File: src/rtl/pe_os_seq_if.sv
// Bundle of control, operand, forwarding and result signals for one output-stationary PE.
// The master side drives jobs, operands and out_ready_i; the slave side is the PE.
interface pe_os_seq_if #(
    parameter int IFMAP_WIDTH  = 8,
    parameter int WEIGHT_WIDTH = 8,
    parameter int BIAS_WIDTH   = 8,
    parameter int K_MAX        = 64,
    parameter int OUT_WIDTH    = 8,
    parameter int ACC_WIDTH    = IFMAP_WIDTH + WEIGHT_WIDTH + $clog2(K_MAX) + 1,
    parameter int KLEN_W       = $clog2(K_MAX + 1)
);
    logic                           en;
    logic                           start;
    logic [KLEN_W-1:0]              k_len;
    logic [1:0]                     act_mode;
    logic [4:0]                     out_shift;
    logic signed [IFMAP_WIDTH-1:0]  ifmap_i;
    logic                           ifmap_v_i;
    logic signed [WEIGHT_WIDTH-1:0] weight_i;
    logic                           weight_v_i;
    logic signed [BIAS_WIDTH-1:0]   bias_i;
    logic signed [IFMAP_WIDTH-1:0]  ifmap_o;
    logic                           ifmap_v_o;
    logic signed [WEIGHT_WIDTH-1:0] weight_o;
    logic                           weight_v_o;
    logic signed [OUT_WIDTH-1:0]    out_o;
    logic                           out_valid_o;
    logic                           out_ready_i;
    logic signed [ACC_WIDTH-1:0]    psum_o;
    logic                           busy_o;

    modport master (
        output en, start, k_len, act_mode, out_shift,
        output ifmap_i, ifmap_v_i, weight_i, weight_v_i, bias_i, out_ready_i,
        input  ifmap_o, ifmap_v_o, weight_o, weight_v_o, out_o, out_valid_o, psum_o, busy_o
    );

    modport slave (
        input  en, start, k_len, act_mode, out_shift,
        input  ifmap_i, ifmap_v_i, weight_i, weight_v_i, bias_i, out_ready_i,
        output ifmap_o, ifmap_v_o, weight_o, weight_v_o, out_o, out_valid_o, psum_o, busy_o
    );
endinterface

File: src/rtl/pe_os_seq.sv
// Output-stationary MAC processing element with its own job sequencer.
// Accumulates k_len operand beats, adds shifted bias, activates, requantises and saturates.
module pe_os_seq #(
    parameter int IFMAP_WIDTH  = 8,
    parameter int WEIGHT_WIDTH = 8,
    parameter int BIAS_WIDTH   = 8,
    parameter int K_MAX        = 64,
    parameter int BIAS_SHIFT   = 7,
    parameter int OUT_WIDTH    = 8
) (
    input logic           clk,
    input logic           nrst,
    pe_os_seq_if.slave    bus
);
    localparam int ACC_WIDTH = IFMAP_WIDTH + WEIGHT_WIDTH + $clog2(K_MAX) + 1;
    localparam int KLEN_W    = $clog2(K_MAX + 1);
    localparam int PROD_W    = IFMAP_WIDTH + WEIGHT_WIDTH;

    localparam logic [KLEN_W-1:0] K_ZERO = {KLEN_W{1'b0}};
    localparam logic [KLEN_W-1:0] K_ONE  = {{(KLEN_W-1){1'b0}}, 1'b1};
    localparam logic signed [ACC_WIDTH-1:0] ACC_ZERO = {ACC_WIDTH{1'b0}};
    localparam logic signed [ACC_WIDTH-1:0] SAT_HI =
        {{(ACC_WIDTH-OUT_WIDTH+1){1'b0}}, {(OUT_WIDTH-1){1'b1}}};
    localparam logic signed [ACC_WIDTH-1:0] SAT_LO =
        {{(ACC_WIDTH-OUT_WIDTH+1){1'b1}}, {(OUT_WIDTH-1){1'b0}}};

    typedef enum logic [2:0] {
        S_IDLE = 3'd0,
        S_MAC  = 3'd1,
        S_BIAS = 3'd2,
        S_ACT  = 3'd3,
        S_OUT  = 3'd4
    } state_t;

    state_t                          state_r;
    logic [KLEN_W-1:0]               k_len_r;
    logic [KLEN_W-1:0]               count_r;
    logic [1:0]                      act_mode_r;
    logic [4:0]                      out_shift_r;
    logic signed [ACC_WIDTH-1:0]     acc_r;
    logic signed [OUT_WIDTH-1:0]     out_r;
    logic                            out_valid_r;
    logic                            busy_r;
    logic signed [IFMAP_WIDTH-1:0]   ifmap_fwd_r;
    logic signed [WEIGHT_WIDTH-1:0]  weight_fwd_r;
    logic                            fwd_v_r;

    logic                            beat_s;
    logic signed [PROD_W-1:0]        prod_s;
    logic signed [ACC_WIDTH-1:0]     prod_ext_s;
    logic signed [ACC_WIDTH-1:0]     bias_ext_s;
    logic signed [ACC_WIDTH-1:0]     act_s;
    logic signed [ACC_WIDTH-1:0]     shifted_s;
    logic signed [OUT_WIDTH-1:0]     sat_s;

    function automatic logic signed [OUT_WIDTH-1:0] sat_out(input logic signed [ACC_WIDTH-1:0] v);
        if (v > SAT_HI) begin
            return SAT_HI[OUT_WIDTH-1:0];
        end else if (v < SAT_LO) begin
            return SAT_LO[OUT_WIDTH-1:0];
        end else begin
            return v[OUT_WIDTH-1:0];
        end
    endfunction

    // Datapath: beat detect, sign-extended product and bias, activation, requantise and clamp.
    always_comb begin
        beat_s     = bus.ifmap_v_i & bus.weight_v_i & bus.en;
        prod_s     = bus.ifmap_i * bus.weight_i;
        prod_ext_s = {{(ACC_WIDTH-PROD_W){prod_s[PROD_W-1]}}, prod_s};
        bias_ext_s = {{(ACC_WIDTH-BIAS_WIDTH){bus.bias_i[BIAS_WIDTH-1]}}, bus.bias_i} <<< BIAS_SHIFT;
        act_s      = acc_r;
        case (act_mode_r)
            2'b01: begin
                if (acc_r[ACC_WIDTH-1]) begin
                    act_s = ACC_ZERO;
                end else begin
                    act_s = acc_r;
                end
            end
            2'b10: begin
                if (acc_r[ACC_WIDTH-1]) begin
                    act_s = acc_r >>> 3'd3;
                end else begin
                    act_s = acc_r;
                end
            end
            default: act_s = acc_r;
        endcase
        shifted_s = act_s >>> out_shift_r;
        sat_s     = sat_out(shifted_s);
    end

    // Operand forwarding to east/south neighbours; independent of the job sequencer.
    always_ff @(posedge clk or negedge nrst) begin
        if (!nrst) begin
            ifmap_fwd_r  <= {IFMAP_WIDTH{1'b0}};
            weight_fwd_r <= {WEIGHT_WIDTH{1'b0}};
            fwd_v_r      <= 1'b0;
        end else if (beat_s) begin
            ifmap_fwd_r  <= bus.ifmap_i;
            weight_fwd_r <= bus.weight_i;
            fwd_v_r      <= 1'b1;
        end else begin
            ifmap_fwd_r  <= {IFMAP_WIDTH{1'b0}};
            weight_fwd_r <= {WEIGHT_WIDTH{1'b0}};
            fwd_v_r      <= 1'b0;
        end
    end

    // Job sequencer; en low behaves like a synchronous reset and aborts any job.
    always_ff @(posedge clk or negedge nrst) begin
        if (!nrst) begin
            state_r     <= S_IDLE;
            k_len_r     <= K_ZERO;
            count_r     <= K_ZERO;
            act_mode_r  <= 2'b00;
            out_shift_r <= 5'd0;
            acc_r       <= ACC_ZERO;
            out_r       <= {OUT_WIDTH{1'b0}};
            out_valid_r <= 1'b0;
            busy_r      <= 1'b0;
        end else if (!bus.en) begin
            state_r     <= S_IDLE;
            k_len_r     <= K_ZERO;
            count_r     <= K_ZERO;
            act_mode_r  <= 2'b00;
            out_shift_r <= 5'd0;
            acc_r       <= ACC_ZERO;
            out_r       <= {OUT_WIDTH{1'b0}};
            out_valid_r <= 1'b0;
            busy_r      <= 1'b0;
        end else begin
            case (state_r)
                S_IDLE: begin
                    if (bus.start) begin
                        k_len_r     <= bus.k_len;
                        act_mode_r  <= bus.act_mode;
                        out_shift_r <= bus.out_shift;
                        acc_r       <= ACC_ZERO;
                        count_r     <= K_ZERO;
                        busy_r      <= 1'b1;
                        state_r     <= (bus.k_len == K_ZERO) ? S_BIAS : S_MAC;
                    end
                end
                S_MAC: begin
                    if (beat_s) begin
                        acc_r   <= acc_r + prod_ext_s;
                        count_r <= count_r + K_ONE;
                        if ((count_r + K_ONE) == k_len_r) begin
                            state_r <= S_BIAS;
                        end
                    end
                end
                S_BIAS: begin
                    acc_r   <= acc_r + bias_ext_s;
                    state_r <= S_ACT;
                end
                S_ACT: begin
                    out_r       <= sat_s;
                    out_valid_r <= 1'b1;
                    state_r     <= S_OUT;
                end
                S_OUT: begin
                    if (bus.out_ready_i) begin
                        out_valid_r <= 1'b0;
                        busy_r      <= 1'b0;
                        state_r     <= S_IDLE;
                    end
                end
                default: begin
                    out_valid_r <= 1'b0;
                    busy_r      <= 1'b0;
                    state_r     <= S_IDLE;
                end
            endcase
        end
    end

    assign bus.ifmap_o     = ifmap_fwd_r;
    assign bus.weight_o    = weight_fwd_r;
    assign bus.ifmap_v_o   = fwd_v_r;
    assign bus.weight_v_o  = fwd_v_r;
    assign bus.out_o       = out_r;
    assign bus.out_valid_o = out_valid_r;
    assign bus.psum_o      = acc_r;
    assign bus.busy_o      = busy_r;
endmodule
File: src/flat_wrapper.sv
// flat-port wrapper written by rule: the top's interface ports become plain ports
module pe_os_seq_flat 
#(
    parameter int IFMAP_WIDTH  = 8,
    parameter int WEIGHT_WIDTH = 8,
    parameter int BIAS_WIDTH   = 8,
    parameter int K_MAX        = 64,
    parameter int BIAS_SHIFT   = 7,
    parameter int OUT_WIDTH    = 8
)
  (clk, nrst, bus_en, bus_start, bus_k_len, bus_act_mode, bus_out_shift, bus_ifmap_i, bus_ifmap_v_i, bus_weight_i, bus_weight_v_i, bus_bias_i, bus_out_ready_i, bus_ifmap_o, bus_ifmap_v_o, bus_weight_o, bus_weight_v_o, bus_out_o, bus_out_valid_o, bus_psum_o, bus_busy_o);
  pe_os_seq_if #(.IFMAP_WIDTH(IFMAP_WIDTH), .WEIGHT_WIDTH(WEIGHT_WIDTH), .BIAS_WIDTH(BIAS_WIDTH), .K_MAX(K_MAX), .OUT_WIDTH(OUT_WIDTH)) bus_i ();
  input logic clk;
  input logic nrst;
  input wire logic [$bits(bus_i.en)-1:0] bus_en;
  input wire logic [$bits(bus_i.start)-1:0] bus_start;
  input wire logic [$bits(bus_i.k_len)-1:0] bus_k_len;
  input wire logic [$bits(bus_i.act_mode)-1:0] bus_act_mode;
  input wire logic [$bits(bus_i.out_shift)-1:0] bus_out_shift;
  input wire logic [$bits(bus_i.ifmap_i)-1:0] bus_ifmap_i;
  input wire logic [$bits(bus_i.ifmap_v_i)-1:0] bus_ifmap_v_i;
  input wire logic [$bits(bus_i.weight_i)-1:0] bus_weight_i;
  input wire logic [$bits(bus_i.weight_v_i)-1:0] bus_weight_v_i;
  input wire logic [$bits(bus_i.bias_i)-1:0] bus_bias_i;
  input wire logic [$bits(bus_i.out_ready_i)-1:0] bus_out_ready_i;
  output wire logic [$bits(bus_i.ifmap_o)-1:0] bus_ifmap_o;
  output wire logic [$bits(bus_i.ifmap_v_o)-1:0] bus_ifmap_v_o;
  output wire logic [$bits(bus_i.weight_o)-1:0] bus_weight_o;
  output wire logic [$bits(bus_i.weight_v_o)-1:0] bus_weight_v_o;
  output wire logic [$bits(bus_i.out_o)-1:0] bus_out_o;
  output wire logic [$bits(bus_i.out_valid_o)-1:0] bus_out_valid_o;
  output wire logic [$bits(bus_i.psum_o)-1:0] bus_psum_o;
  output wire logic [$bits(bus_i.busy_o)-1:0] bus_busy_o;
  assign bus_i.en = bus_en;
  assign bus_i.start = bus_start;
  assign bus_i.k_len = bus_k_len;
  assign bus_i.act_mode = bus_act_mode;
  assign bus_i.out_shift = bus_out_shift;
  assign bus_i.ifmap_i = bus_ifmap_i;
  assign bus_i.ifmap_v_i = bus_ifmap_v_i;
  assign bus_i.weight_i = bus_weight_i;
  assign bus_i.weight_v_i = bus_weight_v_i;
  assign bus_i.bias_i = bus_bias_i;
  assign bus_i.out_ready_i = bus_out_ready_i;
  assign bus_ifmap_o = bus_i.ifmap_o;
  assign bus_ifmap_v_o = bus_i.ifmap_v_o;
  assign bus_weight_o = bus_i.weight_o;
  assign bus_weight_v_o = bus_i.weight_v_o;
  assign bus_out_o = bus_i.out_o;
  assign bus_out_valid_o = bus_i.out_valid_o;
  assign bus_psum_o = bus_i.psum_o;
  assign bus_busy_o = bus_i.busy_o;
  pe_os_seq #(.IFMAP_WIDTH(IFMAP_WIDTH), .WEIGHT_WIDTH(WEIGHT_WIDTH), .BIAS_WIDTH(BIAS_WIDTH), .K_MAX(K_MAX), .BIAS_SHIFT(BIAS_SHIFT), .OUT_WIDTH(OUT_WIDTH)) u_core (.clk(clk), .nrst(nrst), .bus(bus_i));
endmodule
File: config.mk
export PLATFORM = sky130hd
export DESIGN_NAME = pe_os_seq_flat
export DESIGN_NICKNAME = d
export VERILOG_FILES = /design/src/rtl/pe_os_seq_if.sv /design/src/rtl/pe_os_seq.sv /design/src/flat_wrapper.sv
export SDC_FILE = /design/constraint.sdc
export NUM_CORES = 1
export LEC_CHECK = 0
export CAP_MARGIN = 40
export CORE_UTILIZATION = 45
export CTS_BUF_LIST = sky130_fd_sc_hd__clkbuf_4
export DETAILED_ROUTE_END_ITERATION = 12
export PLACE_DENSITY = 0.65
export RECOVER_POWER = 50
export SETUP_SLACK_MARGIN = 0.1
export SYNTH_ARGS = -nofsm -noshare
export SYNTH_HDL_FRONTEND = slang
export SYNTH_SLANG_ARGS = --single-unit
File: constraint.sdc
create_clock -name clk -period 6.4 [get_ports clk]
set_clock_uncertainty 0.05 [all_clocks]
set_input_delay 1.92 -clock clk [delete_from_list [all_inputs] [get_ports clk]]
set_output_delay 1.92 -clock clk [all_outputs]
set_load 0.03 [all_outputs]
Word level (Yosys, flattened, before mapping)
Index checks and enable logic that the tools add are counted.
{"block": "classes", "n_addsub": 3, "multipliers": 1, "magnitude_cmp": 2, "eq_ne": 18, "shift": 1, "muxes": 40, "bitwise_logic": 2, "reduce_logical": 10}
{"cell": "$mux 23", "n": 4}
{"cell": "$pmux 23 s3", "n": 1}
{"cell": "$mux 8", "n": 6}
{"cell": "$pmux 23 s2", "n": 1}
{"cell": "$mux 7", "n": 6}
{"cell": "$add 23x15->23", "n": 1}
{"cell": "$add 23x16->23", "n": 1}
{"cell": "$gt 23x8->1 const B", "n": 1}
{"cell": "$lt 23x8->1 const B", "n": 1}
{"cell": "$sshr 23x5->23", "n": 1}
{"cell": "$mux 22", "n": 1}
{"cell": "$mul 8x8->16", "n": 1}
{"cell": "$mux 3", "n": 5}
{"cell": "$mux 5", "n": 3}
{"cell": "$pmux 3 s5", "n": 1}
{"cell": "$pmux 7 s2", "n": 1}
{"cell": "$reduce_and 3->1", "n": 3}
{"cell": "$mux 2", "n": 4}
{"cell": "$add 7x1->7 const B", "n": 1}
{"cell": "$eq 7x7->1", "n": 1}
{"cell": "$logic_not 7->1", "n": 1}
{"cell": "$eq 3x2->1 const B", "n": 2}
{"cell": "$ne 2x1->1 const B", "n": 3}
{"cell": "$ne 3x2->1 const B", "n": 2}
{"cell": "15 further kinds", "n": 25}
{"block": "totals", "register_bits": 74, "out_inout_bits": 51}

Longest topological paths before layout
{"block": "depth", "ltp_word": 8, "mapped_depth": 21, "ltp_nobuf": 20}

Least setup slack after synthesis
OpenSTA, ideal clock, no wires.
{"block": "synth_path", "path_kind": "in2reg", "startpoint": "input port bus_weight_i[1]", "endpoint": "register u_core.acc_r[22] (netlist: u_core.bus.psum_o[22])", "setup_time_ns": 0.132, "t_arrival_ns": 7.004, "slack_ns": -0.786, "path_stages": 16, "n_path_buf": 1, "path_cell_list": "clkbuf_1 > and2_1 > fa_1 > fa_1 > fa_1 > fa_1 > ha_1 > ha_1 > a31o_2 > a21o_1 > a21o_1 > a211oi_1 > a211oi_1 > o31ai_1 > xnor2_1 > o22ai_1"}
{"block": "synth_via", "elab_chain_cells": 5}
{"item": "start, declared", "line": "flat_wrapper.sv:22", "text": "input wire logic [$bits(bus_i.weight_i)-1:0] bus_weight_i;"}
{"item": "$mul 8x8->16", "line": "pe_os_seq.sv:69", "text": "prod_s = bus.ifmap_i * bus.weight_i;"}
{"item": "$add 23x16->23", "line": "pe_os_seq.sv:148", "text": "acc_r <= acc_r + prod_ext_s;"}
{"item": "$mux 23", "line": "pe_os_seq.sv:147", "text": "if (beat_s) begin"}
{"item": "$pmux 23 s3", "line": "pe_os_seq.sv:134", "text": "case (state_r)"}
{"item": "$mux 23", "line": "pe_os_seq.sv:123", "text": "end else if (!bus.en) begin"}
{"item": "end signal, assigned", "line": "pe_os_seq.sv:148"}
{"item": "end signal, assigned", "line": "pe_os_seq.sv:156", "text": "acc_r <= acc_r + bias_ext_s;"}
{"item": "end, declared", "line": "pe_os_seq.sv:40", "text": "logic signed [ACC_WIDTH-1:0] acc_r;"}
No other way between the ends. The select of a mux whose other input is x is not followed.
A chain may end at the register's enable or synchronous reset.

Worst setup path after layout
{"block": "layout_path", "startpoint": "input port bus_weight_i[6]", "endpoint": "register u_core.acc_r[20] (netlist: u_core.bus.psum_o[20])"}
Same word-level chain as after synthesis.

==> summary.txt <==
Power
  • Clock network fraction of design power: 5.1%
  • Peak ir drop on the vdd network: 0.0003766 V
  • Relative contribution of combinational cells to total power: 83.4%
  • Pint: 3.162 mW
  • Leakage Power: 5.519 nW
  • PnR Total Power: 6.143 mW
  • Switching part of the total: 48.53%
  • Switching Power: 2.981 mW
  • Sequential share of power: 11.5%
  • Power Dens Cells: 512.0 nW/um2

Worst setup path
  • Data arrival time of the critical path: 6.43 ns
  • Data required time at the worst endpoint: 6.66 ns
  • Largest fanout on the critical path: 7
  • Critical Setup Path Class: in -> reg
  • Slowest stage cell, crit path: sky130_fd_sc_hd__fa_1
  • Slowest stage delay, CP: 0.56 ns
  • CP endpoint kind: flop
  • CP dominant cell by count: sky130_fd_sc_hd__fa_1
  • Crit start category: primary input
  • Worst-path cell chain: clkbuf_2 > buf_4 > and2_1 > fa_1 > fa_1 > fa_1 > fa_1 > ha_4 > ha_4 > a31o_4 > a21o_1 > a21o_1 > a211oi_4 > a211oi_2 > nor3_2 > xor2_1 > o221ai_1

Synthesis
  • Primary flip-flop cell chosen by synthesis mapping: sky130_fd_sc_hd__dfrtp_1
  • Fraction of the yosys area taken by sequential cells: 19.00%
  • Leading cell types by count after synthesis: 121 x sky130_fd_sc_hd__nand2_1, 115 x sky130_fd_sc_hd__inv_1, 101 x sky130_fd_sc_hd__fa_1
  • Netlist Area Pre-Place: 9746 um2
  • Synth top area share: 20.75%
  • Most area-consuming cells after synthesis: sky130_fd_sc_hd__fa_1 21%, sky130_fd_sc_hd__dfrtp_1 19%, sky130_fd_sc_hd__ha_1 9.0%
  • Number of different library cells in the post-synthesis netlist: 79
  • Count of yosys warnings during synthesis: 0
  • Ys async rst share: 100.0%
  • Post-Syn Instances: 1086
  • Number of enable flip-flop cells after synthesis: 0
  • Total nets after synthesis: 1302
  • Synthesized flop and latch total: 74
  • Synthesized area divided by synthesized cell count: 8.974 um2
  • Most frequent cell after synthesis: sky130_fd_sc_hd__nand2_1
  • Largest area contributor in the synthesized netlist: sky130_fd_sc_hd__fa_1

Layout
  • Layout area overhead: 23.11%
  • Total number of nets in the final design: 1463
  • Count of filler cells inserted in the layout: 1913
  • Proportion of layout cells with a drive suffix above 1: 17.25%

Clocking
  • Hold buffers post-CTS: 0
  • Num CTS Buffers: 9
  • Clock tree from TritonCTS: done
  • Clock tree root buffer cell: sky130_fd_sc_hd__clkbuf_4
  • Clock slew at reported path FFs: 0.13 ns
  • Clock Latency Late Sink: 0.45 ns
  • H-tree depth: 3
  • Max Buffers Root-to-Sink: 2
  • CTS sink count: 74

Drt
  • Count of vias placed by the detailed router: 8723
  • Total detailed-routing wirelength: 26.64 mm
  • Detail Route Antenna Nets: 0
  • Number of remaining DRC errors: 0
  • Detailed Routing Iterations Pass 1: 5
  • Number of design-rule violations left by the first detailed-router iteration: 583
  • Per-cell via count in the routed design: 5.709
  • WL/cell: 17.44 um

Die
  • Effective utilization at floorplan: 46.07%
  • Area of the core: 21150 um2
  • Floorplan die area: 22250 um2
  • Die extent in y: 149.2 um
  • Horizontal extent of the die: 149.2 um
  • Number of standard-cell rows in the floorplan: 53
  • Top-level port count: 96

Timing
  • Final Setup Violations: 0
  • Final period demand of the worst path: 6.165 ns
  • Number of pins exceeding their max-slew limit in the final report: 59
  • Setup repair after global routing missed its margin: no
  • Actual slew at the worst max-slew pin: 3.118 ns
  • Max_slew headroom: -107.9%
  • Highest achievable clock rate: 162.2 MHz
  • Ratio of final minimum period to clock period: 96.32%
  • Final count of hold timing violations: 0
  • Worst setup slack after layout: 0.2354 ns
  • Worst slack on hold paths: 0.4673 ns

GRT
  • GRT Residual Overflow: 0
  • Largest net degree at the start of global routing: 59
  • Number of global-route vias before repair: 8573
  • Tot GR Track Use: 24.90%
  • Global-route wire length before repair: 43.68 mm
  • Number of antenna violations at the first check in global routing: 1

Run
  • Total of max-cap violations: 1

Placement
  • Pre-CTS setup slack: -0.8463 ns
  • Detail Placement HPWL: 20.76 mm
  • Count of buffers inserted at the top-level ports: 95
  • Final estimated routing congestion in global placement: 0.9150

Min path
  • Type of the tightest min-delay check: reg -> reg

Run status
  • Status: complete, but fails checks
  • Violations in the final reports: max-capacitance violations, max-slew violations
==> area by class of cell <==
type | instances | area [um2] | area share (%)
tap | 275 | 344.1 | 2.868
antenna | 1 | 2.502 | 0.02086
clock buffer | 10 | 75.07 | 0.6257
multi-input combinational | 847 | 7542 | 62.86
timing repair buffer | 199 | 1679 | 14.00
inverter | 116 | 437.9 | 3.650
sequential | 74 | 1852 | 15.43
clock inverter | 6 | 65.06 | 0.5423
==> power by group through the flow <==
stage	combinational (mW)	sequential, mW	clock, mW
finish	5.12	0.707	0.312
global route	5.66	0.723	0.343
CTS	4.84	0.707	0.327
detailed placement	4.60	0.716	0
global placement	4.53	0.712	0
floorplan	3.10	0.724	0
==> cell usage in the layout (no fill, tap or decap), types with 20 or more instances in the layout <==
cell / netlist / routed
sky130_fd_sc_hd__a21oi_1: 45 / 42
sky130_fd_sc_hd__and2_1: 50 / 38
sky130_fd_sc_hd__buf_4: 2 / 95
sky130_fd_sc_hd__clkdlybuf4s50_1: 0 / 76
sky130_fd_sc_hd__dfrtp_1: 74 / 74
sky130_fd_sc_hd__fa_1: 101 / 94
sky130_fd_sc_hd__ha_1: 70 / 59
sky130_fd_sc_hd__inv_1: 115 / 112
sky130_fd_sc_hd__mux2i_1: 24 / 24
sky130_fd_sc_hd__nand2_1: 121 / 117
sky130_fd_sc_hd__nor2_1: 62 / 58
sky130_fd_sc_hd__nor3_1: 21 / 20
sky130_fd_sc_hd__o21ai_0: 56 / 51
sky130_fd_sc_hd__xnor2_1: 26 / 26
==> kinds of logic after synthesis <==
group / Yosys count / share of synthesized area [%]
mux: 38 / 5.045
fa+ha+maj: 171 / 29.73
compound gates: 266 / 18.96
buf+inv: 165 / 6.920
flops: 74 / 19.00
simple gates: 330 / 16.56
xor+xnor: 42 / 3.775
==> final timing paths <==
kind                       slack, ns                 start  cells past startpoint                      to
hold reg to reg                 0.47     u_core.count_r[6]                      2       u_core.count_r[6]
max in group asynchronous       1.34                  nrst                      2   u_core.bus.psum_o[13]
setup reg to reg                1.44  u_core.bus.psum_o[6]                     18   u_core.bus.psum_o[20]
min in group asynchronous       1.52                  nrst                      1  u_core.bus.weight_o[1]
setup / recovery                0.24       bus_weight_i[6]                     17   u_core.bus.psum_o[20]
hold / removal                  0.47     u_core.count_r[6]                      2       u_core.count_r[6]
==> critical path: cells and delay by family <==
| kind | cells | cell delay [ns] |
|---|---|---|
| compound gates | 6 | 1.16 |
| xor+xnor | 1 | 0.17 |
| buf+inv | 2 | 0.31 |
| simple gates | 2 | 0.35 |
| fa+ha+maj | 6 | 2.51 |
==> routing by layer <==
layer / global-route usage, % / vias to the layer above / routed length [um]
li1: - / 4123 / -
met1: 34.20 / 4309 / 12130
met2: 41.67 / 269 / 12760
met3: 3.517 / 22 / 1485
met4: 5.153 / 0 / 271
met5: 0 / - / 0
==> sequential cells by signal (all words and copies together) (netlist names) <==
name,flops
u_core.act_mode_r,2
u_core.bus.busy_o,1
u_core.bus.ifmap_o,8
u_core.bus.ifmap_v_o,1
u_core.bus.out_o,8
u_core.bus.out_valid_o,1
u_core.bus.psum_o,23
u_core.bus.weight_o,8
u_core.count_r,7
u_core.k_len_r,7
u_core.out_shift_r,5
u_core.state_r,3
==> stage by stage <==
| stage | setup TNS (ns) | util, % | instance area, um2 | cells |
|---|---|---|---|---|
| 5_1_grt | 0 | 56.72 | 12000 | 1528 |
| 3_3_place_gp | -8.484 | 54.82 | 11600 | 1496 |
| 4_1_cts | 0 | 56.40 | 11930 | 1525 |
| 2_1_floorplan | 0 | - | 9886 | 1086 |
| 3_5_place_dp | -9.230 | 54.95 | 11620 | 1497 |
| 6_report | 0 | 56.72 | 12000 | 1528 |
==> repair_timing <==
item	4_1_cts	5_1_grt
buffers inserted	11	2
endpoints found under the setup margin	12	13
hold endpoints to repair	0	0
gates cloned	1	0
gates resized for setup	44	60
pin swaps	23	41
(Power assumes the default switching activity.)
